`config.mk`:
```
export PLATFORM = sky130hd
export DESIGN_NAME = sprite_scaler
export DESIGN_NICKNAME = d
export VERILOG_FILES = /design/src/rtl/sprite_pkg.sv /design/src/rtl/sprite_axis_stepper.sv /design/src/rtl/sprite_scaler.sv
export SDC_FILE = /design/constraint.sdc
export NUM_CORES = 1
export LEC_CHECK = 0
export BUFFER_PORTS_ARGS = -buffer_cell sky130_fd_sc_hd__buf_2
export CORE_MARGIN = 5
export CORE_UTILIZATION = 34
export CTS_BUF_LIST = sky130_fd_sc_hd__clkbuf_4
export DETAILED_ROUTE_END_ITERATION = 12
export HOLD_SLACK_MARGIN = 0.06
export PLACE_DENSITY = 0.48
export SLEW_MARGIN = 15
export SYNTH_ARGS = -nofsm -noshare
export SYNTH_HDL_FRONTEND = slang
export SYNTH_SLANG_ARGS = --single-unit
```
`constraint.sdc`:
```
create_clock -name vga_clk -period 10.5 [get_ports vga_clk]
set_input_delay 1.05 -clock vga_clk [delete_from_list [all_inputs] [get_ports vga_clk]]
set_output_delay 1.05 -clock vga_clk [all_outputs]
set_load 0.01 [all_outputs]
```
`src/rtl/sprite_pkg.sv`:
```
`default_nettype none
// ============================================================================
//  Module      : sprite_pkg
//  Description : Shared types and helpers for the sprite scaler.
//                - shadow_t      : per-frame latched sprite configuration
//                - norm_scale()  : maps a scale of 0 onto 1
//                - pipe_depth()  : input-to-output pipeline depth (2+ROM_LAT)
//  Revision    : 1.0 - initial release
// ============================================================================
package sprite_pkg;

    // Screen coordinate width (columns 0..799, lines 0..524).
    localparam int COORD_W       = 10;
    // Internal scale field width; the scale port may be narrower.
    localparam int SCALE_FIELD_W = 8;

    typedef struct packed {
        logic [COORD_W-1:0]       pos_x;
        logic [COORD_W-1:0]       pos_y;
        logic [SCALE_FIELD_W-1:0] scale;
        logic                     mirror;
        logic                     en;
    } shadow_t;

    // Value held by the shadow registers out of reset: disabled, unit scale.
    localparam shadow_t SHADOW_RESET = '{
        pos_x  : '0,
        pos_y  : '0,
        scale  : 8'd1,
        mirror : 1'b0,
        en     : 1'b0
    };

    // A scale of zero would stall the sub counters; treat it as 1.
    function automatic logic [SCALE_FIELD_W-1:0] norm_scale(
        input logic [SCALE_FIELD_W-1:0] s
    );
        return (s == '0) ? SCALE_FIELD_W'(1) : s;
    endfunction

    // Stage 1 (counters), stage 2 (address), ROM latency, output register.
    function automatic int pipe_depth(input int rom_lat);
        return 2 + rom_lat;
    endfunction

endpackage
`default_nettype wire

```
`src/rtl/sprite_axis_stepper.sv`:
```
`default_nettype none
// ============================================================================
//  Module      : sprite_axis_stepper
//  Description : One axis of the sprite walker. A sub counter (0..scale-1)
//                divides the screen coordinate down to texels without a
//                divider; the texel counter saturates at TEXELS-1. A running
//                base (texel*STRIDE) is kept by accumulation so the top level
//                never multiplies. The in-range flag is a registered compare
//                of coord against [pos, pos+span).
//  Ports       : clk_i, rst_ni      - clock, async active-low reset
//                coord_i, pos_i     - screen coordinate and sprite origin
//                span_i             - sprite extent on this axis (TEXELS*scale)
//                scale_i            - normalised scale (>=1)
//                restart_i, step_i  - restart at origin / advance one pixel
//                in_o               - coordinate inside sprite (registered)
//                base_o             - texel*STRIDE (registered)
//  Revision    : 1.0 - initial release
// ============================================================================
module sprite_axis_stepper
    import sprite_pkg::*;
#(
    parameter int TEXELS = 4,
    parameter int STRIDE = 1,
    parameter int BASE_W = 3,
    parameter int SPAN_W = 5
) (
    input  logic                     clk_i,
    input  logic                     rst_ni,
    input  logic [COORD_W-1:0]       coord_i,
    input  logic [COORD_W-1:0]       pos_i,
    input  logic [SPAN_W-1:0]        span_i,
    input  logic [SCALE_FIELD_W-1:0] scale_i,
    input  logic                     restart_i,
    input  logic                     step_i,
    output logic                     in_o,
    output logic [BASE_W-1:0]        base_o
);

    localparam int TEX_W = (TEXELS > 1) ? $clog2(TEXELS) : 1;
    localparam int CMP_W = ((SPAN_W > COORD_W) ? SPAN_W : COORD_W) + 1;

    logic [TEX_W-1:0]         texel_q, texel_d;
    logic [SCALE_FIELD_W-1:0] sub_q, sub_d;
    logic [BASE_W-1:0]        base_q, base_d;
    logic                     in_q, in_d;
    logic [COORD_W-1:0]       offset;
    logic                     sub_wrap;
    logic                     texel_sat;

    always_comb begin
        // offset is only meaningful when coord_i >= pos_i; the compare
        // below is gated by that condition, so no wrap can leak through.
        offset    = coord_i - pos_i;
        in_d      = (coord_i >= pos_i) && (CMP_W'(offset) < CMP_W'(span_i));

        // >= rather than == so a sub count left over from a larger scale
        // in the previous frame still wraps immediately.
        sub_wrap  = (sub_q >= (scale_i - SCALE_FIELD_W'(1)));
        texel_sat = (texel_q == TEX_W'(TEXELS - 1));

        texel_d   = texel_q;
        sub_d     = sub_q;
        base_d    = base_q;

        if (restart_i) begin
            texel_d = '0;
            sub_d   = '0;
            base_d  = '0;
        end else if (step_i) begin
            if (sub_wrap) begin
                sub_d = '0;
                if (!texel_sat) begin
                    texel_d = texel_q + TEX_W'(1);
                    base_d  = base_q + BASE_W'(STRIDE);
                end
            end else begin
                sub_d = sub_q + SCALE_FIELD_W'(1);
            end
        end
    end

    always_ff @(posedge clk_i or negedge rst_ni) begin
        if (!rst_ni) begin
            texel_q <= '0;
            sub_q   <= '0;
            base_q  <= '0;
            in_q    <= 1'b0;
        end else begin
            texel_q <= texel_d;
            sub_q   <= sub_d;
            base_q  <= base_d;
            in_q    <= in_d;
        end
    end

    assign in_o   = in_q;
    assign base_o = base_q;

endmodule
`default_nettype wire

```
`src/rtl/sprite_scaler.sv`:
```
`default_nettype none
// ============================================================================
//  Module      : sprite_scaler
//  Description : Divider-free sprite fetch engine on the pixel clock.
//                Latches position/scale/mirror/enable at (0,0), walks the
//                sprite with two axis steppers, forms the ROM address from a
//                running row base plus (optionally mirrored) column, delays
//                the hit qualifier alongside the ROM read and registers the
//                colour index and opaque-hit flag.
//                Pipeline: DrawX at edge k -> rom_address at k+1 ->
//                pix_index/pix_hit at k+2+ROM_LAT.
//  Ports       : vga_clk, reset_n           - clock, async active-low reset
//                DrawX, DrawY, blank        - raster position / visible flag
//                pos_x, pos_y, scale,
//                mirror_x, enable           - sprite configuration
//                rom_address, rom_q         - sprite ROM interface
//                pix_index, pix_hit         - pixel output
//  Revision    : 1.0 - initial release
// ============================================================================
module sprite_scaler
    import sprite_pkg::*;
#(
    parameter int SPRITE_W   = 185,
    parameter int SPRITE_H   = 25,
    parameter int IDX_W      = 4,
    parameter int ADDR_W     = $clog2(SPRITE_W * SPRITE_H),
    parameter int SCALE_W    = 3,
    parameter int ROM_LAT    = 1,
    parameter int TRANSP_IDX = 0
) (
    input  logic                vga_clk,
    input  logic                reset_n,
    input  logic [COORD_W-1:0]  DrawX,
    input  logic [COORD_W-1:0]  DrawY,
    input  logic                blank,
    input  logic [COORD_W-1:0]  pos_x,
    input  logic [COORD_W-1:0]  pos_y,
    input  logic [SCALE_W-1:0]  scale,
    input  logic                mirror_x,
    input  logic                enable,
    output logic [ADDR_W-1:0]   rom_address,
    input  logic [IDX_W-1:0]    rom_q,
    output logic [IDX_W-1:0]    pix_index,
    output logic                pix_hit
);

    localparam int PIPE_L    = pipe_depth(ROM_LAT);
    localparam int SCALE_MAX = (1 << SCALE_W) - 1;
    localparam int DIM_MAX   = (SPRITE_W > SPRITE_H) ? SPRITE_W : SPRITE_H;
    localparam int SPAN_W    = $clog2(DIM_MAX * SCALE_MAX + 1);

    // ------------------------------------------------------------------
    // Frame latch with same-cycle bypass
    // ------------------------------------------------------------------
    shadow_t shadow_q;
    shadow_t shadow_d;
    shadow_t eff;          // configuration in force for the current pixel
    logic    frame_start;
    logic    line_start;

    always_comb begin
        line_start      = (DrawX == '0);
        frame_start     = line_start && (DrawY == '0);

        shadow_d.pos_x  = pos_x;
        shadow_d.pos_y  = pos_y;
        shadow_d.scale  = norm_scale(SCALE_FIELD_W'(scale));
        shadow_d.mirror = mirror_x;
        shadow_d.en     = enable;

        // On the latch cycle itself the new values must already steer the
        // steppers, otherwise pos_x==0 / pos_y==0 would be missed.
        eff             = frame_start ? shadow_d : shadow_q;
    end

    // ------------------------------------------------------------------
    // Axis steppers (stage 1)
    // ------------------------------------------------------------------
    logic [SPAN_W-1:0] span_x;
    logic [SPAN_W-1:0] span_y;
    logic              x_restart;
    logic              y_restart;
    logic              x_in;
    logic              y_in;
    logic [ADDR_W-1:0] x_base;
    logic [ADDR_W-1:0] y_base;

    always_comb begin
        // Constant-by-scale products, evaluated on frame configuration only.
        span_x    = SPAN_W'(SPRITE_W) * SPAN_W'(eff.scale);
        span_y    = SPAN_W'(SPRITE_H) * SPAN_W'(eff.scale);
        x_restart = (DrawX == eff.pos_x);
        y_restart = line_start && (DrawY == eff.pos_y);
    end

    sprite_axis_stepper #(
        .TEXELS (SPRITE_W),
        .STRIDE (1),
        .BASE_W (ADDR_W),
        .SPAN_W (SPAN_W)
    ) u_step_x (
        .clk_i     (vga_clk),
        .rst_ni    (reset_n),
        .coord_i   (DrawX),
        .pos_i     (eff.pos_x),
        .span_i    (span_x),
        .scale_i   (eff.scale),
        .restart_i (x_restart),
        .step_i    (1'b1),
        .in_o      (x_in),
        .base_o    (x_base)
    );

    // The Y base advances by SPRITE_W per texel row: this is the running
    // row-base accumulator that replaces row*SPRITE_W.
    sprite_axis_stepper #(
        .TEXELS (SPRITE_H),
        .STRIDE (SPRITE_W),
        .BASE_W (ADDR_W),
        .SPAN_W (SPAN_W)
    ) u_step_y (
        .clk_i     (vga_clk),
        .rst_ni    (reset_n),
        .coord_i   (DrawY),
        .pos_i     (eff.pos_y),
        .span_i    (span_y),
        .scale_i   (eff.scale),
        .restart_i (y_restart),
        .step_i    (line_start),
        .in_o      (y_in),
        .base_o    (y_base)
    );

    // ------------------------------------------------------------------
    // Address formation (stage 2), delay line and output stage
    // ------------------------------------------------------------------
    logic                vis_q;      // blank & enable, aligned with stage 1
    logic                mirror_q;   // mirror, aligned with stage 1
    logic [PIPE_L-2:0]   hit_pipe_q; // [0] aligns with rom_address
    logic                hit0;
    logic [ADDR_W-1:0]   col;
    logic [ADDR_W-1:0]   addr;
    logic                hit_out;

    always_comb begin
        hit0    = x_in & y_in & vis_q;
        col     = mirror_q ? (ADDR_W'(SPRITE_W - 1) - x_base) : x_base;
        addr    = y_base + col;
        hit_out = hit_pipe_q[PIPE_L-2] && (rom_q != IDX_W'(TRANSP_IDX));
    end

    always_ff @(posedge vga_clk or negedge reset_n) begin
        if (!reset_n) begin
            shadow_q    <= SHADOW_RESET;
            vis_q       <= 1'b0;
            mirror_q    <= 1'b0;
            rom_address <= '0;
            hit_pipe_q  <= '0;
            pix_index   <= '0;
            pix_hit     <= 1'b0;
        end else begin
            if (frame_start) begin
                shadow_q <= shadow_d;
            end
            vis_q       <= blank & eff.en;
            mirror_q    <= eff.mirror;
            rom_address <= hit0 ? addr : '0;
            hit_pipe_q  <= {hit_pipe_q[PIPE_L-3:0], hit0};
            pix_hit     <= hit_out;
            pix_index   <= hit_out ? rom_q : '0;
        end
    end

endmodule
`default_nettype wire

```
==> flow_summary_export.csv <==
group,metric,value,unit
finish,final_layout_size_suffix_gt1_share,11.1,%
run,drv_cap,0,
placement,gp_congestion,0.806,
detailed_routing,routed_wl,19.5,mm
timing,period_share,61.6,%
grt,grt_remaining_overflow,0,
outcome,status,"finished clean",
clocking,cts_resized,0,
logic_synthesis,synthMuxAreaShare,3.16,%
clocking,cts_made_buffers,9,
floorplanning,initial_core_util,34.3,%
detailed_routing,detail-route-antenna-nets,0,
timing,skew,0.0258,ns
critical_path,path_cells,"buf_2 -> nor4_2 -> nand4_1 -> or2_2 -> mux2i_1 -> inv_1 -> ha_1 -> ha_1 -> fa_1 -> ha_1 -> nor2b_1 -> o21ai_0 -> a21oi_1 -> nand2b_1 -> ha_1 -> a2111oi_0 -> nand3_1 -> o21ai_0 -> o21bai_1 -> a21boi_0",
logic_synthesis,yosysMostFrequentCell,"ha_1",
grt,grt_pass1_wl,32.6,mm
detailed_routing,wl_per_cell,15.1,µm
clocking,clk-insertion-delay-late,0.50,ns
critical_path,worst_setup_path_start_kind,"input port",
clocking,postCtsSetupRepairBufs,0,
power,p_leak,4.74,nW
floorplanning,die_y,166,µm
logic_synthesis,syn_inst,898,
finish,final_nets,1146,
min_path,hp-class,"register to register",
clocking,clock_path_buffers,2,
timing,finalSetupViolCount,0,
clocking,cts_tree,"done",
timing,grt_setup_unrepaired,"false",
timing,drv_slew,0,
critical_path,critPathKind,"input port to register",
logic_synthesis,synth_cell_types,56,
logic_synthesis,avgSynthCellArea,9.21,µm²
logic_synthesis,synth.area.top_cells,"dfrtp_1, ha_1, xnor2_1",
grt,antenna_found_initial,1,
timing,hold_violations,0,
clocking,path_clk_slew,0.19,ns
timing,final.setup.tns,0,ns
logic_synthesis,ys.flop_type,"dfrtp_1",
logic_synthesis,synth_top_area_cell,"dfrtp_1",
detailed_routing,routed_via_density,4.94,
critical_path,critical_path.max_stage_delay,0.75,ns
detailed_routing,drtIter0Drc,211,
logic_synthesis,syn_nets,1081,
logic_synthesis,ys_ff_latch,108,
critical_path,crit_required,10.92,ns
detailed_routing,drtPass1Iterations,4,
critical_path,r2r_start,"shadow_q[3]",
logic_synthesis,synth_edf_count,0,
logic_synthesis,yosysSeqAreaShare,32.7,%
floorplanning,io_pins,70,
clocking,cts_max_level,3,
logic_synthesis,syn-cell-area,0.00827,mm²
clocking,holdBufCountCts,0,
min_path,min-delay-start,"hit_pipe_q[0]",
critical_path,cp_common_cell,"ha_1",
power,totalPowerFinal,782,µW
floorplanning,num_rows,57,
grt,grt_max_degree,57,
clocking,ctsRootBufferMaster,"clkbuf_4",
detailed_routing,drc,0,
logic_synthesis,ys_warn_count,0,
logic_synthesis,yosys.area_share.simple,17.7,%
placement,io_buffers,69,
critical_path,worstSetupEndpointType,"register",
critical_path,critPathSlowestCell,"mux2i_1",
logic_synthesis,synthAdderAreaFrac,21.2,%
floorplanning,coreArea,0.0241,mm²
logic_synthesis,synth_top_area_share,32.4,%
logic_synthesis,synth_xor_area_share,7.41,%
floorplanning,die_area,0.0275,mm²
finish,area_delta_synth_final,10.6,%
critical_path,critical_path.startpoint,"DrawX[1]",
logic_synthesis,synth_compound_area_share,13.0,%
timing,tightest_slew,0.886,ns
critical_path,arrival,6.89,ns
logic_synthesis,async_flop_share,100,%
power,ir_worst_vdd,0.0421,mV
timing,fin_crit,6.47,ns
grt,grt_usage,14.3,%
logic_synthesis,synth_top_family_by_area,"adder cells",
timing,fmax,155,MHz
placement,hpwl,15.4,mm
floorplanning,die_x,166,µm
power,powerDensity,85.5,mW/mm²
logic_synthesis,netlist_top_cells_count,"ha_1, dfrtp_1, inv_1",
clocking,clock_sinks,108,
grt,first_global_vias,6325,
timing,relSlewSlack,39.2,%
critical_path,crit_path_max_fanout,14,
detailed_routing,dr_total_vias,6389,
## power breakdown
| group | total (mW) | switching (mW) | internal, mW | leakage (nW) |
|---|---|---|---|---|
| logic | 0.0997 | 0.0552 | 0.0444 | 3.20 |
| registers | 0.447 | 0.0163 | 0.430 | 1.46 |
| clock network | 0.236 | 0.159 | 0.0768 | 0.0790 |
| total | 0.782 | 0.231 | 0.551 | 4.74 |
## state kept, by name, indices dropped and copies added (netlist names)
signal and count:
rom_address 13, u_step_x.texel_q 8, u_step_y.texel_q 5, u_step_x.sub_q 8, mirror_q 1, vis_q 1, u_step_x.base_o 13, pix_index 4
pix_hit 1, u_step_y.sub_q 8, u_step_x.in_o 1, hit_pipe_q 2, shadow_q 29, u_step_y.base_o 13, u_step_y.in_o 1
## worst paths after layout
kind | endpoint | slack [ns] | cells past startpoint
max in group asynchronous | u_step_y.base_o[0] | 8.67 | 2
worst min-delay path | hit_pipe_q[1] | 0.37 | 0
worst max register to register | u_step_y.in_o | 5.77 | 16
worst min register to register | hit_pipe_q[1] | 0.37 | 0
min in group asynchronous | pix_index[0] | 0.58 | 1
worst max-delay path | u_step_y.in_o | 4.03 | 20
## worst max-delay path: cells and delay by family
| family | cells | cell delay, ns |
|---|---|---|
| AO/OA/AOI/OAI | 6 | 1.29 |
| adder cells (fa/ha/maj) | 5 | 1.56 |
| buffers and inverters | 2 | 0.37 |
| multiplexers | 1 | 0.75 |
| AND/OR/NAND/NOR | 6 | 1.86 |
## stage by stage
step / cells / util (%) / hold WS, ns / instance area (µm²) / setup slack (ns)
6_report: 1293 / 37.9 / 0.374 / 9150 / 4.03
5_1_grt: 1293 / 37.9 / 0.390 / 9150 / 3.53
4_1_cts: 1292 / 37.9 / 0.377 / 9150 / 4.03
3_5_place_dp: 1276 / 37.3 / 0.335 / 8990 / 3.49
3_3_place_gp: 1276 / 37.3 / 0.335 / 8990 / 3.65
2_1_floorplan: 898 / - / 0.331 / 8270 / 4.47
## metal layers
metal / routed length (µm) / global-route usage [%] / vias to the layer above
li1: - / - / 3295
met1: 9240 / 18.8 / 3025
met2: 9510 / 24.8 / 50
met3: 374 / 1.67 / 19
met4: 363 / 4.48 / 0
met5: 0 / 0 / -
## area by class of cell
type | instances | area [µm²]
Fill cell | 2555 | 15000
Multi-Input combinational cell | 684 | 5180
Sequential cell | 108 | 2700
Tap cell | 324 | 405
Timing Repair Buffer | 74 | 385
Inverter | 86 | 323
Clock inverter | 7 | 83.8
Clock buffer | 9 | 67.6
Antenna cell | 1 | 2.50
## layout by cell type, fill, tap and decap left out, drive strengths merged, types with 52 or more instances in the layout
cell type / count
ha: 116
dfrtp: 107
inv: 89
buf: 74
nand2: 66
a21oi: 57
nor2: 56
o21ai: 54
xnor2: 52
## cells by family after synthesis
kind of cell | Yosys count
simple gates | 281
mux | 26
xor+xnor | 70
compound gates | 176
buf+inv | 106
flops | 108
fa+ha+maj | 131
Note: power is estimated with default switching activity, not from simulation.
